--- src/rtl/muldiv_unit_pkg.sv ---
// Shared types for the iterative multiply/divide unit: op encodings and FSM states.
package muldiv_unit_pkg;

  typedef enum logic [1:0] {
    OpMult  = 2'b00,
    OpMultu = 2'b01,
    OpDiv   = 2'b10,
    OpDivu  = 2'b11
  } md_op_e;

  typedef enum logic [1:0] {
    StIdle = 2'b00,
    StPrep = 2'b01,
    StCalc = 2'b10,
    StFix  = 2'b11
  } md_state_e;

  function automatic logic op_is_signed(md_op_e op);
    return (op == OpMult) || (op == OpDiv);
  endfunction

  function automatic logic op_is_div(md_op_e op);
    return (op == OpDiv) || (op == OpDivu);
  endfunction

endpackage

--- src/rtl/muldiv_unit_if.sv ---
// Request/result bundle between the EX stage and the multiply/divide unit.
interface muldiv_unit_if #(
  parameter int unsigned DATA_WIDTH = 32
);
  logic                  start;
  logic [1:0]            op;
  logic [DATA_WIDTH-1:0] a;
  logic [DATA_WIDTH-1:0] b;
  logic                  mthi;
  logic                  mtlo;
  logic [DATA_WIDTH-1:0] wdata;
  logic [DATA_WIDTH-1:0] hi;
  logic [DATA_WIDTH-1:0] lo;
  logic                  busy;
  logic                  done;

  // Pipeline side: issues ops and moves, observes HI/LO and the stall.
  modport master (
    output start, op, a, b, mthi, mtlo, wdata,
    input  hi, lo, busy, done
  );

  // Unit side.
  modport slave (
    input  start, op, a, b, mthi, mtlo, wdata,
    output hi, lo, busy, done
  );
endinterface

--- src/rtl/muldiv_unit_md_negate.sv ---
// Conditional two's complement. carry_in is normally 1; for the upper half of a
// double-width negation it is the "lower half was zero" carry.
module md_negate #(
  parameter int unsigned DATA_WIDTH = 32
) (
  input  logic [DATA_WIDTH-1:0] value,
  input  logic                  negate,
  input  logic                  carry_in,
  output logic [DATA_WIDTH-1:0] result
);

  assign result = negate ? (~value + {{(DATA_WIDTH-1){1'b0}}, carry_in}) : value;

endmodule

--- src/rtl/muldiv_unit.sv ---
// Iterative MULT/MULTU/DIV/DIVU unit with architectural HI/LO. busy stalls the pipeline.
module muldiv_unit
  import muldiv_unit_pkg::*;
#(
  parameter int unsigned DATA_WIDTH = 32
) (
  input  logic          clk,
  input  logic          rst,
  muldiv_unit_if.slave  bus
);

  localparam int unsigned CntW = $clog2(DATA_WIDTH);
  localparam logic [CntW-1:0] CntLast = CntW'(DATA_WIDTH - 1);

  md_state_e             state_q;
  md_op_e                op_q;
  // acc_q: multiply high accumulator / divide remainder.
  // mq_q: dividend-or-multiplier in, quotient-or-product-low out.
  // opnd_q: multiplicand / divisor magnitude.
  logic [DATA_WIDTH-1:0] acc_q;
  logic [DATA_WIDTH-1:0] mq_q;
  logic [DATA_WIDTH-1:0] opnd_q;
  logic [CntW-1:0]       count_q;
  logic                  neg_lo_q;
  logic                  neg_hi_q;
  logic                  div_zero_q;
  logic [DATA_WIDTH-1:0] hi_q;
  logic [DATA_WIDTH-1:0] lo_q;
  logic                  busy_q;
  logic                  done_q;

  logic                  is_signed;
  logic                  is_div;
  logic                  a_neg;
  logic                  b_neg;
  logic                  lo_neg_en;
  logic                  hi_neg_en;
  logic                  hi_carry;
  logic [DATA_WIDTH-1:0] hi_neg_in;
  logic [DATA_WIDTH-1:0] lo_neg_out;
  logic [DATA_WIDTH-1:0] hi_neg_out;
  logic [DATA_WIDTH:0]   mul_sum;
  logic [DATA_WIDTH:0]   div_shift;
  logic [DATA_WIDTH-1:0] div_diff;
  logic                  div_ok;

  // Operand/result sign decode and negator steering (PREP: operands, FIX: results).
  always_comb begin
    is_signed = op_is_signed(op_q);
    is_div    = op_is_div(op_q);
    a_neg     = is_signed & mq_q[DATA_WIDTH-1];
    b_neg     = is_signed & opnd_q[DATA_WIDTH-1];
    if (state_q == StPrep) begin
      lo_neg_en = a_neg;
      hi_neg_en = b_neg;
      hi_neg_in = opnd_q;
      hi_carry  = 1'b1;
    end else begin
      lo_neg_en = neg_lo_q;
      hi_neg_en = neg_hi_q;
      hi_neg_in = acc_q;
      // Product negation spans {hi,lo}: hi only absorbs the +1 when lo is all zero.
      hi_carry  = is_div ? 1'b1 : (mq_q == '0);
    end
  end

  md_negate #(
    .DATA_WIDTH (DATA_WIDTH)
  ) u_neg_lo (
    .value    (mq_q),
    .negate   (lo_neg_en),
    .carry_in (1'b1),
    .result   (lo_neg_out)
  );

  md_negate #(
    .DATA_WIDTH (DATA_WIDTH)
  ) u_neg_hi (
    .value    (hi_neg_in),
    .negate   (hi_neg_en),
    .carry_in (hi_carry),
    .result   (hi_neg_out)
  );

  // One shift-add / restoring shift-subtract step.
  always_comb begin
    mul_sum   = {1'b0, acc_q} + (mq_q[0] ? {1'b0, opnd_q} : '0);
    div_shift = {acc_q, mq_q[DATA_WIDTH-1]};
    div_ok    = (div_shift >= {1'b0, opnd_q});
    // When div_ok the difference is below the divisor, so it fits in DATA_WIDTH bits.
    div_diff  = div_shift[DATA_WIDTH-1:0] - opnd_q;
  end

  // Control FSM, datapath registers and architectural HI/LO.
  always_ff @(posedge clk) begin
    if (rst) begin
      state_q    <= StIdle;
      op_q       <= OpMult;
      acc_q      <= '0;
      mq_q       <= '0;
      opnd_q     <= '0;
      count_q    <= '0;
      neg_lo_q   <= 1'b0;
      neg_hi_q   <= 1'b0;
      div_zero_q <= 1'b0;
      hi_q       <= '0;
      lo_q       <= '0;
      busy_q     <= 1'b0;
      done_q     <= 1'b0;
    end else begin
      done_q <= 1'b0;
      unique case (state_q)
        StIdle: begin
          if (bus.start) begin
            op_q    <= md_op_e'(bus.op);
            mq_q    <= bus.a;
            opnd_q  <= bus.b;
            busy_q  <= 1'b1;
            state_q <= StPrep;
          end else begin
            if (bus.mthi) hi_q <= bus.wdata;
            if (bus.mtlo) lo_q <= bus.wdata;
          end
        end
        StPrep: begin
          mq_q       <= lo_neg_out;
          opnd_q     <= hi_neg_out;
          acc_q      <= '0;
          count_q    <= '0;
          div_zero_q <= is_div && (opnd_q == '0);
          neg_lo_q   <= a_neg ^ b_neg;
          // Remainder follows the dividend; with a zero divisor this restores hi = a.
          neg_hi_q   <= is_div ? a_neg : (a_neg ^ b_neg);
          state_q    <= StCalc;
        end
        StCalc: begin
          if (is_div) begin
            acc_q <= div_ok ? div_diff : div_shift[DATA_WIDTH-1:0];
            mq_q  <= {mq_q[DATA_WIDTH-2:0], div_ok};
          end else begin
            acc_q <= mul_sum[DATA_WIDTH:1];
            mq_q  <= {mul_sum[0], mq_q[DATA_WIDTH-1:1]};
          end
          count_q <= count_q + CntW'(1);
          if (count_q == CntLast) state_q <= StFix;
        end
        StFix: begin
          hi_q    <= hi_neg_out;
          lo_q    <= div_zero_q ? '1 : lo_neg_out;
          done_q  <= 1'b1;
          busy_q  <= 1'b0;
          state_q <= StIdle;
        end
        default: state_q <= StIdle;
      endcase
    end
  end

  assign bus.hi   = hi_q;
  assign bus.lo   = lo_q;
  assign bus.busy = busy_q;
  assign bus.done = done_q;

endmodule

--- src/flat_wrapper.sv ---
// flat-port wrapper written by rule: the top's interface ports become plain ports
module muldiv_unit_flat import muldiv_unit_pkg::*;
#(
  parameter int unsigned DATA_WIDTH = 32
)
  (clk, rst, bus_start, bus_op, bus_a, bus_b, bus_mthi, bus_mtlo, bus_wdata, bus_hi, bus_lo, bus_busy, bus_done);
  muldiv_unit_if #(.DATA_WIDTH(DATA_WIDTH)) bus_i ();
  input  logic clk;
  input  logic rst;
  input wire logic [$bits(bus_i.start)-1:0] bus_start;
  input wire logic [$bits(bus_i.op)-1:0] bus_op;
  input wire logic [$bits(bus_i.a)-1:0] bus_a;
  input wire logic [$bits(bus_i.b)-1:0] bus_b;
  input wire logic [$bits(bus_i.mthi)-1:0] bus_mthi;
  input wire logic [$bits(bus_i.mtlo)-1:0] bus_mtlo;
  input wire logic [$bits(bus_i.wdata)-1:0] bus_wdata;
  output wire logic [$bits(bus_i.hi)-1:0] bus_hi;
  output wire logic [$bits(bus_i.lo)-1:0] bus_lo;
  output wire logic [$bits(bus_i.busy)-1:0] bus_busy;
  output wire logic [$bits(bus_i.done)-1:0] bus_done;
  assign bus_i.start = bus_start;
  assign bus_i.op = bus_op;
  assign bus_i.a = bus_a;
  assign bus_i.b = bus_b;
  assign bus_i.mthi = bus_mthi;
  assign bus_i.mtlo = bus_mtlo;
  assign bus_i.wdata = bus_wdata;
  assign bus_hi = bus_i.hi;
  assign bus_lo = bus_i.lo;
  assign bus_busy = bus_i.busy;
  assign bus_done = bus_i.done;
  muldiv_unit #(.DATA_WIDTH(DATA_WIDTH)) u_core (.clk(clk), .rst(rst), .bus(bus_i));
endmodule
--- config.mk ---
export PLATFORM = sky130hd
export DESIGN_NAME = muldiv_unit_flat
export DESIGN_NICKNAME = d
export VERILOG_FILES = /design/src/rtl/muldiv_unit_pkg.sv /design/src/rtl/muldiv_unit_if.sv /design/src/rtl/muldiv_unit_md_negate.sv /design/src/rtl/muldiv_unit.sv /design/src/flat_wrapper.sv
export SDC_FILE = /design/constraint.sdc
export NUM_CORES = 1
export LEC_CHECK = 0
export BUFFER_PORTS_ARGS = -buffer_cell sky130_fd_sc_hd__buf_4
export CORE_MARGIN = 8
export CORE_UTILIZATION = 55
export CTS_BUF_LIST = sky130_fd_sc_hd__clkbuf_4 sky130_fd_sc_hd__clkbuf_8 sky130_fd_sc_hd__clkbuf_16
export CTS_CLUSTER_DIAMETER = 40
export DETAILED_ROUTE_END_ITERATION = 7
export GPL_TIMING_DRIVEN = 0
export PLACE_DENSITY = 0.76
export SETUP_SLACK_MARGIN = 0.1
export SLEW_MARGIN = 20
export SYNTH_ARGS = -nofsm -noshare
export SYNTH_HDL_FRONTEND = slang
export SYNTH_SLANG_ARGS = --single-unit
--- constraint.sdc ---
create_clock -name clk -period 5.37 [get_ports clk]
set_input_delay 0.8055 -clock clk [delete_from_list [all_inputs] [get_ports clk]]
set_output_delay 0.8055 -clock clk [all_outputs]
set_load 0.02 [all_outputs]
==> metrics.txt <==
# TYPE chip_impl_metric gauge
chip_impl_info{name="status",value="finished, final reports clean"} 1
chip_impl_metric{name="mappedNetlistArea",unit="µm²"} 13800
chip_impl_info{name="synth_top_family_by_area",value="compound AO/OA/AOI/OAI gates"} 1
chip_impl_info{name="hold_path.startpoint",value="u_core.bus.lo[1]"} 1
chip_impl_metric{name="min_path_cells",unit=""} 2
chip_impl_info{name="synth_flop_cell",value="dfxtp_1"} 1
chip_impl_metric{name="setup-violations-final",unit=""} 0
chip_impl_metric{name="relSlewSlack",unit=""} 0.340
chip_impl_metric{name="crit_arrival",unit="ns"} 5.39
chip_impl_info{name="synth.cells.most_frequent",value="nor2_1 (220), a21oi_1 (218), dfxtp_1 (174)"} 1
chip_impl_info{name="synthDominantAreaCellType",value="dfxtp_1"} 1
chip_impl_metric{name="synth_simple_gate_area_share",unit=""} 0.183
chip_impl_info{name="hold_end",value="u_core.bus.lo[1]"} 1
chip_impl_metric{name="grt_antenna_before_repair",unit=""} 1
chip_impl_metric{name="floorplan_core_area",unit="µm²"} 25000
chip_impl_metric{name="post_synth_net_total",unit=""} 2009
chip_impl_metric{name="fin_skew",unit="ns"} 0.0244
chip_impl_metric{name="final_core_util",unit=""} 0.648
chip_impl_metric{name="avgSynthCellArea",unit="µm²"} 7.56
chip_impl_info{name="synth_most_common_cell",value="nor2_1"} 1
chip_impl_metric{name="die_y",unit="µm"} 175
chip_impl_metric{name="power.leakage",unit="nW"} 6.59
chip_impl_metric{name="final_nets",unit=""} 2198
chip_impl_metric{name="place.detailed.hpwl",unit="µm"} 42900
chip_impl_metric{name="detail_route.iter0.violations",unit=""} 1943
chip_impl_metric{name="worstRegToRegCells",unit=""} 18
chip_impl_metric{name="initial_core_util",unit=""} 0.554
chip_impl_metric{name="yosys.area_share.adder",unit=""} 0.0689
chip_impl_info{name="worstReg2RegEnd",value="u_core.bus.hi[12]"} 1
chip_impl_metric{name="drive_above_1_share",unit=""} 0.132
chip_impl_metric{name="ant_nets",unit=""} 0
chip_impl_metric{name="critical_path_peak_fanout",unit=""} 10
chip_impl_metric{name="numPortBuffers",unit=""} 167
chip_impl_metric{name="asyncSetResetFlopFracSynth",unit=""} 0
chip_impl_metric{name="complex_gate_fraction_of_the_synthesized_area",unit=""} 0.287
chip_impl_info{name="synth_top_cells_by_area",value="dfxtp_1 (25%), a21oi_1 (7.9%), ha_1 (6.6%), mux2i_1 (6.3%), nor2_1 (6.0%)"} 1
chip_impl_metric{name="drt_pre_antenna_iters",unit=""} 6
chip_impl_metric{name="tritoncts.num_buffers",unit=""} 17
chip_impl_metric{name="viasPerCell",unit=""} 6.53
chip_impl_metric{name="synth_enable_flop_cells",unit=""} 0
chip_impl_metric{name="cts_num_sinks",unit=""} 174
chip_impl_metric{name="switching_share_of_total_power",unit=""} 0.525
chip_impl_metric{name="detail_route.drc_violations",unit=""} 0
chip_impl_metric{name="clk_transition_reported_paths",unit="ns"} 0.08
chip_impl_metric{name="power_density",unit="nW/µm²"} 579
chip_impl_metric{name="die_x",unit="µm"} 175
chip_impl_metric{name="routed-via-count",unit=""} 15400
chip_impl_metric{name="post_synth_mux_area_share",unit=""} 0.0841
chip_impl_metric{name="count_of_unique_library_cells_instantiated_by_yosys",unit=""} 79
chip_impl_metric{name="r2r_slack",unit="ns"} 0.36
chip_impl_metric{name="intPower",unit="mW"} 4.45
chip_impl_metric{name="cap_violations",unit=""} 0
chip_impl_metric{name="maxSlewViolCount",unit=""} 0
chip_impl_metric{name="global_route_wire_length_before_repair",unit="µm"} 84400
chip_impl_metric{name="synth.yosys.seq_area_share",unit=""} 0.252
chip_impl_metric{name="synth.ff_latch_count",unit=""} 174
chip_impl_metric{name="maxClockFrequency",unit="GHz"} 0.200
chip_impl_metric{name="clockBufferDepth",unit=""} 2
chip_impl_metric{name="number_of_global_route_vias_before_repair",unit=""} 15200
chip_impl_metric{name="post_synth_top_area_share",unit=""} 0.252
chip_impl_metric{name="power_switching",unit="mW"} 4.92
chip_impl_metric{name="synth_warnings",unit=""} 0
chip_impl_metric{name="clk_latency",unit="ns"} 0.46
chip_impl_metric{name="boundaryPins",unit=""} 169
chip_impl_info{name="critical_path_class",value="reg2reg"} 1
chip_impl_metric{name="share_clk_of_total_power",unit=""} 0.146
chip_impl_metric{name="whs",unit="ns"} 0.457
chip_impl_metric{name="worstMarginPinSlew",unit="ns"} 0.990
chip_impl_metric{name="largest_net_degree_at_the_start_of_global_routing",unit=""} 21
chip_impl_metric{name="routed_wl",unit="µm"} 54700
chip_impl_metric{name="antenna-diode-count",unit=""} 0
chip_impl_metric{name="gp_routability_congestion",unit=""} 1.00
chip_impl_metric{name="period_minus_slack",unit="ns"} 5.01
chip_impl_metric{name="hold_viol_final",unit=""} 0
chip_impl_metric{name="signed_area_change_from_the_synthesized_netlist_to_the_final_layout",unit="%"} 17.0
chip_impl_metric{name="synth_xor_area_frac",unit=""} 0.0715
chip_impl_info{name="min-delay-path-class",value="reg2reg"} 1
chip_impl_metric{name="power.sequential.fraction",unit=""} 0.233
chip_impl_info{name="critPathCaptureType",value="register"} 1
chip_impl_info{name="critical_path.reg2reg.startpoint",value="u_core.mq_q[0]"} 1
chip_impl_metric{name="globalRouteTotalUtil",unit=""} 0.346
chip_impl_metric{name="comb_power_share",unit=""} 0.621
chip_impl_info{name="clock_tree.root_cell",value="clkbuf_16"} 1
chip_impl_info{name="tritoncts_clock_tree",value="yes"} 1
chip_impl_metric{name="final.period_utilization",unit=""} 0.932
chip_impl_info{name="critical_path.startpoint_type",value="register"} 1
chip_impl_metric{name="required_time_of_the_critical_path",unit="ns"} 5.75
chip_impl_metric{name="wl_per_cell",unit="µm"} 23.1
chip_impl_info{name="rsz_0062_raised_after_global_routing",value="false"} 1
chip_impl_metric{name="netlist_instances",unit=""} 1831
chip_impl_metric{name="design.die.area",unit="µm²"} 30500
chip_impl_metric{name="worst_ir_drop_vdd",unit="mV"} 0.300
chip_impl_metric{name="filler_instances",unit=""} 2326
chip_impl_metric{name="remaining_overflow_grt",unit=""} 0
chip_impl_metric{name="placement_rows",unit=""} 58
chip_impl_metric{name="cts_htree_levels",unit=""} 4
-- critical path: stages, from the launching register on --
cell and delay [ns]:
dfxtp_1 0.44, inv_2 0.21, clkbuf_4 0.28, ha_1 0.32, nand3_2 0.24, nor4_4 0.32, nand2_2 0.15, o211ai_1 0.36
ha_1 0.27, ha_1 0.22, o221ai_1 0.21, o31ai_4 0.43, buf_4 0.18, buf_4 0.13, o31a_1 0.19, xnor2_1 0.16
a211oi_1 0.61, a21oi_1 0.09, nor2_1 0.12
-- registers in the layout (all words and copies together), names as in the netlist --
name,cells
u_core.div_zero_q,1
u_core.acc_q,32
u_core.count_q,5
u_core.neg_lo_q,1
u_core.bus.done,1
u_core.op_q,2
u_core.state_q,2
u_core.bus.busy,1
u_core.opnd_q,32
u_core.mq_q,32
u_core.bus.hi,32
u_core.neg_hi_q,1
u_core.bus.lo,32
-- layer usage --
metal	global-route usage	wire [µm]	up-vias
met1	0.407	21400	7307
met2	0.588	25800	826
met4	0.181	2830	2
met3	0.0676	4640	212
li1	-	-	7073
met5	0	9	-
-- how the worst max path moves through the flow --
stage	startpoint	endpoint	slack, ns
6_report	u_core.mq_q[0]	u_core.bus.hi[12]	0.36
5_1_grt	u_core.mq_q[0]	u_core.bus.hi[18]	0.16
4_1_cts	u_core.mq_q[0]	u_core.bus.hi[18]	0.18
3_5_place_dp	u_core.mq_q[0]	u_core.bus.hi[28]	-0.36
3_3_place_gp	u_core.mq_q[0]	u_core.bus.hi[28]	-0.37
2_1_floorplan	u_core.mq_q[10]	u_core.bus.hi[18]	1.31
-- power by group through the flow --
stage	registers, mW	clock network, mW	logic (mW)
5_1_grt	2.22	1.41	6.27
4_1_cts	2.15	1.36	5.66
3_5_place_dp	2.18	0	5.60
6_report	2.18	1.37	5.82
3_3_place_gp	2.17	0	5.56
2_1_floorplan	2.27	0	3.70
-- cell families after synthesis --
| family | Yosys count |
|---|---|
| compound gates | 618 |
| simple gates | 550 |
| buf+inv | 188 |
| flops | 174 |
| xor+xnor | 113 |
| mux | 113 |
| fa+ha+maj | 75 |
-- per-stage QoR --
step | std cells | TNS, ns | setup WS, ns | cell area (µm²) | total power [mW]
finish | 2363 | 0 | 0.364 | 16200 | 9.37
global route | 2363 | 0 | 0.155 | 16200 | 9.90
CTS | 2361 | 0 | 0.177 | 16200 | 9.18
detailed placement | 2328 | -3.37 | -0.363 | 15500 | 7.79
global placement | 2328 | -3.19 | -0.373 | 15500 | 7.73
floorplan | 1831 | 0 | 1.31 | 13800 | 5.97
-- cell usage in the layout (no fill, tap or decap), types with 13 or more instances in the layout --
cell,n
dfxtp_1,174
mux2_2,26
xor2_1,40
xnor2_1,73
inv_1,58
nor3_1,59
nand2_1,127
a221oi_1,23
nor2_1,219
buf_2,13
a211oi_1,47
clkbuf_1,102
a21oi_1,218
a21o_1,36
buf_4,173
o211ai_1,16
nor2b_1,18
a22oi_1,31
o21ai_0,106
and3_1,14
clkbuf_16,17
ha_1,73
mux2i_1,87
o221ai_1,39
nand3_1,34
a31oi_1,14
-- layout make-up --
class                           instances  area (µm²)  area share
Clock inverter                         15         208      0.0128
Multi-Input combinational cell       1469        9630       0.595
Clock buffer                           17         425      0.0263
Buffer                                127         517      0.0319
Inverter                               60         225      0.0139
Timing Repair Buffer                  171        1280      0.0793
Sequential cell                       174        3480       0.215
Tap cell                              330         413      0.0255
-- what timing repair did --
action / CTS / global route
pin swaps: 1 / 3
hold buffers: 0 / 0
setup endpoints to repair: 26 / 20
resized for setup: 4 / 5
setup buffers: 1 / 3
Note: power is estimated with default switching activity, not from simulation.
